<file path="src/rtl/gpio_debouncer_pkg.sv">
// rtl/gpio_debouncer_pkg.sv - shared constants and helpers for the gpio debouncer
package gpio_debouncer_pkg;

  // 10 ms of stable input at the 50 MHz board clock
  localparam int DEBOUNCE_CYCLES_10MS_50MHZ = 500000;

  // Fewer than two synchronizer flops leaves metastability unresolved
  localparam int SYNC_STAGES_MIN = 2;

  // Number of bits needed to hold values 0 .. value-1
  function automatic int clog2(input int value);
    int result;
    result = 0;
    while ((1 << result) < value) begin
      result = result + 1;
    end
    return result;
  endfunction

endpackage

</file>
<file path="src/rtl/gpio_debouncer_cell.sv">
// rtl/gpio_debouncer_cell.sv - one-bit synchronizer + debouncer (edge pulses under GPIO_DEBOUNCER_EDGE_PULSE_EN)
module gpio_debounce_cell
  import gpio_debouncer_pkg::*;
#(
  parameter int   DEBOUNCE_CYCLES = DEBOUNCE_CYCLES_10MS_50MHZ,
  parameter int   SYNC_STAGES     = SYNC_STAGES_MIN,
  parameter logic RESET_VALUE     = 1'b0
) (
  input  logic clock,
  input  logic reset,
  input  logic raw,
  output logic debounced
`ifdef GPIO_DEBOUNCER_EDGE_PULSE_EN
  ,
  output logic rise_pulse,
  output logic fall_pulse,
  output logic change_next
`endif
);

  // Requests below the minimum depth are quietly raised to it
  localparam int STAGES = (SYNC_STAGES < SYNC_STAGES_MIN) ? SYNC_STAGES_MIN : SYNC_STAGES;
  localparam int CW     = clog2(DEBOUNCE_CYCLES + 1);
  localparam logic [CW-1:0] COUNT_LAST = CW'(DEBOUNCE_CYCLES - 1);

  logic [STAGES-1:0] sync_chain;
  logic              sync_level;
  logic [CW-1:0]     count;
  logic              differs;
  logic              update;

  assign sync_level = sync_chain[STAGES-1];
  assign differs    = (sync_level != debounced);
  // The output flips on the clock where the mismatch has lasted DEBOUNCE_CYCLES samples
  assign update     = differs && (count == COUNT_LAST);

  // Shift the raw pin through the synchronizer; only the last stage is used
  always_ff @(posedge clock or posedge reset) begin
    if (reset) begin
      sync_chain <= {STAGES{RESET_VALUE}};
    end else begin
      sync_chain <= {sync_chain[STAGES-2:0], raw};
    end
  end

  // Count consecutive mismatching samples; any return to the stable level restarts the count
  always_ff @(posedge clock or posedge reset) begin
    if (reset) begin
      count     <= '0;
      debounced <= RESET_VALUE;
    end else if (!differs) begin
      count     <= '0;
    end else if (update) begin
      count     <= '0;
      debounced <= sync_level;
    end else begin
      count     <= count + 1'b1;
    end
  end

`ifdef GPIO_DEBOUNCER_EDGE_PULSE_EN
  assign change_next = update;

  // Pulses are registered on the same edge as the output update so they cover its first cycle
  always_ff @(posedge clock or posedge reset) begin
    if (reset) begin
      rise_pulse <= 1'b0;
      fall_pulse <= 1'b0;
    end else begin
      rise_pulse <= update & sync_level;
      fall_pulse <= update & ~sync_level;
    end
  end
`endif

endmodule

</file>
<file path="src/rtl/gpio_debouncer.sv">
// rtl/gpio_debouncer.sv - WIDTH-bit pin debouncer top (edge pulses under GPIO_DEBOUNCER_EDGE_PULSE_EN)
module gpio_debouncer
  import gpio_debouncer_pkg::*;
#(
  parameter int               WIDTH           = 3,
  parameter int               DEBOUNCE_CYCLES = DEBOUNCE_CYCLES_10MS_50MHZ,
  parameter int               SYNC_STAGES     = SYNC_STAGES_MIN,
  parameter logic [WIDTH-1:0] RESET_VALUE     = {WIDTH{1'b0}}
) (
  input  logic             clock,
  input  logic             reset,
  input  logic [WIDTH-1:0] gpio_raw,
  output logic [WIDTH-1:0] gpio_debounced,
  output logic [WIDTH-1:0] rise_pulse,
  output logic [WIDTH-1:0] fall_pulse,
  output logic             any_change
);

`ifdef GPIO_DEBOUNCER_EDGE_PULSE_EN
  logic [WIDTH-1:0] change_next;
`endif

  // Bits are fully independent: one cell per input
  for (genvar i = 0; i < WIDTH; i++) begin : g_cell
    gpio_debounce_cell #(
      .DEBOUNCE_CYCLES (DEBOUNCE_CYCLES),
      .SYNC_STAGES     (SYNC_STAGES),
      .RESET_VALUE     (RESET_VALUE[i])
    ) u_cell (
      .clock       (clock),
      .reset       (reset),
      .raw         (gpio_raw[i]),
      .debounced   (gpio_debounced[i])
`ifdef GPIO_DEBOUNCER_EDGE_PULSE_EN
      ,
      .rise_pulse  (rise_pulse[i]),
      .fall_pulse  (fall_pulse[i]),
      .change_next (change_next[i])
`endif
    );
  end

`ifdef GPIO_DEBOUNCER_EDGE_PULSE_EN
  // any_change is registered from the same strobes as the pulses so it lines up with them
  always_ff @(posedge clock or posedge reset) begin
    if (reset) begin
      any_change <= 1'b0;
    end else begin
      any_change <= |change_next;
    end
  end
`else
  assign rise_pulse = '0;
  assign fall_pulse = '0;
  assign any_change = 1'b0;
`endif

endmodule
</file>
<file path="config.mk">
export PLATFORM = sky130hd
export DESIGN_NAME = gpio_debouncer
export DESIGN_NICKNAME = d
export VERILOG_FILES = /design/src/rtl/gpio_debouncer_pkg.sv /design/src/rtl/gpio_debouncer_cell.sv /design/src/rtl/gpio_debouncer.sv
export SDC_FILE = /design/constraint.sdc
export NUM_CORES = 1
export LEC_CHECK = 0
export CAP_MARGIN = 20
export CORE_MARGIN = 2
export CORE_UTILIZATION = 62
export CTS_BUF_LIST = sky130_fd_sc_hd__clkbuf_4 sky130_fd_sc_hd__clkbuf_8
export DETAILED_ROUTE_END_ITERATION = 8
export PLACE_DENSITY_LB_ADDON = 0.15
export RECOVER_POWER = 50
export SKIP_CTS_REPAIR_TIMING = 1
export SYNTH_ARGS = -nofsm -noshare
export SYNTH_HDL_FRONTEND = slang
export SYNTH_SLANG_ARGS = --single-unit
</file>
<file path="constraint.sdc">
create_clock -name clock -period 2.3 [get_ports clock]
set_input_delay 0.345 -clock clock [delete_from_list [all_inputs] [get_ports clock]]
set_output_delay 0.345 -clock clock [all_outputs]
set_load 0.05 [all_outputs]
</file>
==> results of run 1 <==
==> Yosys cell counts <==
master    number
nand3b_1       1
inv_1         15
clkbuf_1       4
o21ai_0        6
o31ai_1        7
o21ai_4        2
or3_1         11
nand4b_1       1
ha_1           3
nand4_1       11
or4_1         10
and4_1         3
a21oi_1       13
or4_4          2
xor2_1        11
nand2_1       20
buf_4         11
mux2i_1        1
buf_6          2
nor2b_1        1
nor2_1        50
o31ai_4        1
and2_1         1
nand4_2        2
nor4_1         8
buf_2          1
conb_1         1
mux2_2         3
nor3_1        12
a21o_1         1
nand3_1       17
dfrtp_1       66
or4b_1         2
xnor2_1       29
or4b_2         1
or2_2          1
nand3_2        1
==> cells by family (layout without fill, tap and decap cells) <==
family / count (synthesis) / count (layout) / synth area share
AO/OA/AOI/OAI: 30 / 30 / 0.0634
XOR/XNOR: 40 / 40 / 0.106
adder cells (fa/ha/maj): 3 / 3 / 0.0114
buffers and inverters: 33 / 46 / 0.0550
flip-flops: 66 / 66 / 0.501
multiplexers: 4 / 4 / 0.0133
other: 1 / 7 / 0.00114
AND/OR/NAND/NOR: 155 / 155 / 0.249
==> through the flow <==
| step | setup slack (ns) | cells | total power, mW |
|---|---|---|---|
| CTS | 0.120 | 421 | 2.39 |
| floorplan | 0.250 | 338 | 1.31 |
| detailed placement | 0.136 | 405 | 1.34 |
| finish | 0.117 | 421 | 2.36 |
| global route | 0.0361 | 421 | 2.44 |
| global placement | 0.200 | 405 | 1.33 |
==> flip-flops by register name, summed over array words and instances (netlist names) <==
name / cells
g_cell.u_cell.count: 57
g_cell.u_cell.sync_chain: 6
g_cell.u_cell.debounced: 3
==> per-layer routing <==
layer / vias to the layer above / share of wire / global-route usage
li1: 1175 / - / -
met1: 1136 / 0.46 / 0.283
met2: 37 / 0.49 / 0.360
met3: 6 / 0.034 / 0.0659
met4: 0 / 0.011 / 0.0764
met5: - / 0 / 0
==> power breakdown <==
group	switching [mW]	leakage, nW	internal [mW]
Combinational	0.0799	0.432	0.0292
Clock	0.448	0.105	0.607
Sequential	0.0201	0.901	1.18
Total	0.548	1.44	1.81
==> how the worst max path moves through the flow <==
stage | slack (ns) | startpoint | endpoint | cells past startpoint
floorplan | 0.25 | g_cell[0].u_cell.count[14] | g_cell[0].u_cell.debounced | 4
finish | 0.12 | g_cell[0].u_cell.count[14] | g_cell[0].u_cell.debounced | 4
global route | 0.04 | reset | g_cell[1].u_cell.count[14] | 3
global placement | 0.20 | g_cell[0].u_cell.count[14] | g_cell[0].u_cell.debounced | 4
CTS | 0.12 | g_cell[0].u_cell.count[14] | g_cell[0].u_cell.debounced | 4
detailed placement | 0.14 | g_cell[0].u_cell.count[14] | g_cell[0].u_cell.debounced | 4
==> final cells by class <==
cell class | instances | area [µm²]
Tap cell | 70 | 87.6
Timing Repair Buffer | 15 | 140
Sequential cell | 66 | 1650
Fill cell | 382 | 1470
Multi-Input combinational cell | 239 | 1490
Inverter | 15 | 56.3
Clock inverter | 7 | 93.8
Clock buffer | 9 | 124
==> critical path: cells and delay by family (launching register included) <==
kind          cells  cell delay (ns)
simple gates      3             1.30
mux               1             0.36
flops             1             0.41
==> flow_summary_export.csv, run 1 <==
group,metric,value,unit
yosys,ys_types,37,
detailed_routing,drc_errors,0,
clocking,cts_sinks,66,
yosys,synth_warnings,0,
clocking,numCtsBuffers,9,
clocking,clockRootBuffer,"clkbuf_8",
placement,routabilityCongestion,0.764,
yosys,synthTopCellsByArea,"dfrtp_1 50%, xnor2_1 7.7%, nor2_1 5.7%, xor2_1 2.9%, nand3_1 2.6%",
yosys,synth_top_area_frac,0.501,
worst_hold_path,hold_path_startpoint,"g_cell[2].u_cell.sync_chain[0]",
global_route,grt_pass1_vias,2315,
critical_path,critPathMaxFanout,4,
detailed_routing,wl,5810,µm
sta,clock.fmax,458,MHz
floorplanning,rows,26,
sta,fin_hold_ws,0.367,ns
sta,slew_violations,67,
yosys,yosysSeqAreaShare,0.501,
critical_path,cp.arrival,2.41,ns
global_route,track_usage,0.221,
clocking,clock_tree.buffer_depth,2,
finish,num-nets-final,354,
worst_hold_path,hold_end,"g_cell[2].u_cell.sync_chain[1]",
critical_path,path_cells,"or4_1 -> or4_4 -> nor2_1 -> mux2_2",
critical_path,reg2reg_depth,4,
finish,n_antenna_cell,0,
sta,period_minus_slack,2.18,ns
sta,slew_headroom,-0.0393,
clocking,cts_tree,"built",
sta,final.setup_skew,0.00857,ns
global_route,grt_max_degree,67,
detailed_routing,drt_iter0_drc,133,
yosys,yosysTopAreaCell,"dfrtp_1",
yosys,synth.avg_cell_area,9.93,µm²
yosys,mappedNetlistArea,3300,µm²
power_and_ir_drop,p_leak,1.44,nW
yosys,synthCells,332,
power_and_ir_drop,pwr_density_cell,649,nW/µm²
floorplanning,die_area,5920,µm²
critical_path,worstPathRequired,2.53,ns
finish,area_delta_synth_final,10.4,%
yosys,ys_ff_latch,66,
critical_path,regToRegSetupSlack,0.12,ns
critical_path,reg2reg_to,"g_cell[0].u_cell.debounced",
detailed_routing,via_per_inst,5.59,
floorplanning,start_util,0.646,
global_route,gr-total-overflow,0,
floorplanning,num_io_pins,15,
power_and_ir_drop,irDropWorstVdd,522,µV
outcome,status,"finished, violations left",
detailed_routing,antenna_left,0,
finish,final_core_util,0.713,
sta,rsz0062_at_grt,"no",
critical_path,path_class,"reg2reg",
finish,drive_gt1_frac,0.105,
detailed_routing,dr.pass1.iters,4,
worst_hold_path,hold_depth,0,
sta,finalSetupTns,0,ns
detailed_routing,post_drt_wl_per_cell,13.8,µm
sta,setup_viol,0,
critical_path,start_kind,"flop",
critical_path,r2r-start,"g_cell[0].u_cell.count[14]",
global_route,antenna_found_initial,0,
clocking,clk-insertion-delay-late,0.34,ns
sta,worst_pin_slew,1.56,ns
worst_hold_path,min_path_type,"reg2reg",
sta,period_share,0.949,
finish,final_common_cell,"dfrtp_1",
floorplanning,die_h,76.9,µm
sta,hold_violations,0,
global_route,grt_pass1_wl,10400,µm
job,cap_violations,1,
critical_path,slowest_delay,0.57,ns
finish,layout_common_cells,"66 x dfrtp_1, 50 x nor2_1, 29 x xnor2_1, 20 x nand2_1, 17 x nand3_1",
placement,place_area,3440,µm²
outcome,violations,"max-capacitance violations, max-slew violations",
critical_path,cpMaxStageDelayCell,"or4_4",
placement,portBuffers,7,
clocking,htree_levels,3,
placement,dp_hpwl,3930,µm
detailed_routing,num_vias,2354,
clocking,cts.reportedPaths.clkPinSlew,0.07,ns
critical_path,endpoint_kind,"flop",
floorplanning,design.core.area,5110,µm²
floorplanning,die_w,76.9,µm
finish,design_area,3640,µm²
No activity file was read; power rests on OpenSTA's default activity.
==> run 2: changes to the inputs <==
Settings changed: CTS_CLUSTER_DIAMETER from default to 150, GPL_ROUTABILITY_DRIVEN from default to 1.
==> results of run 2 <==
Final layout, timing and power as in run 1 (identical DEF).
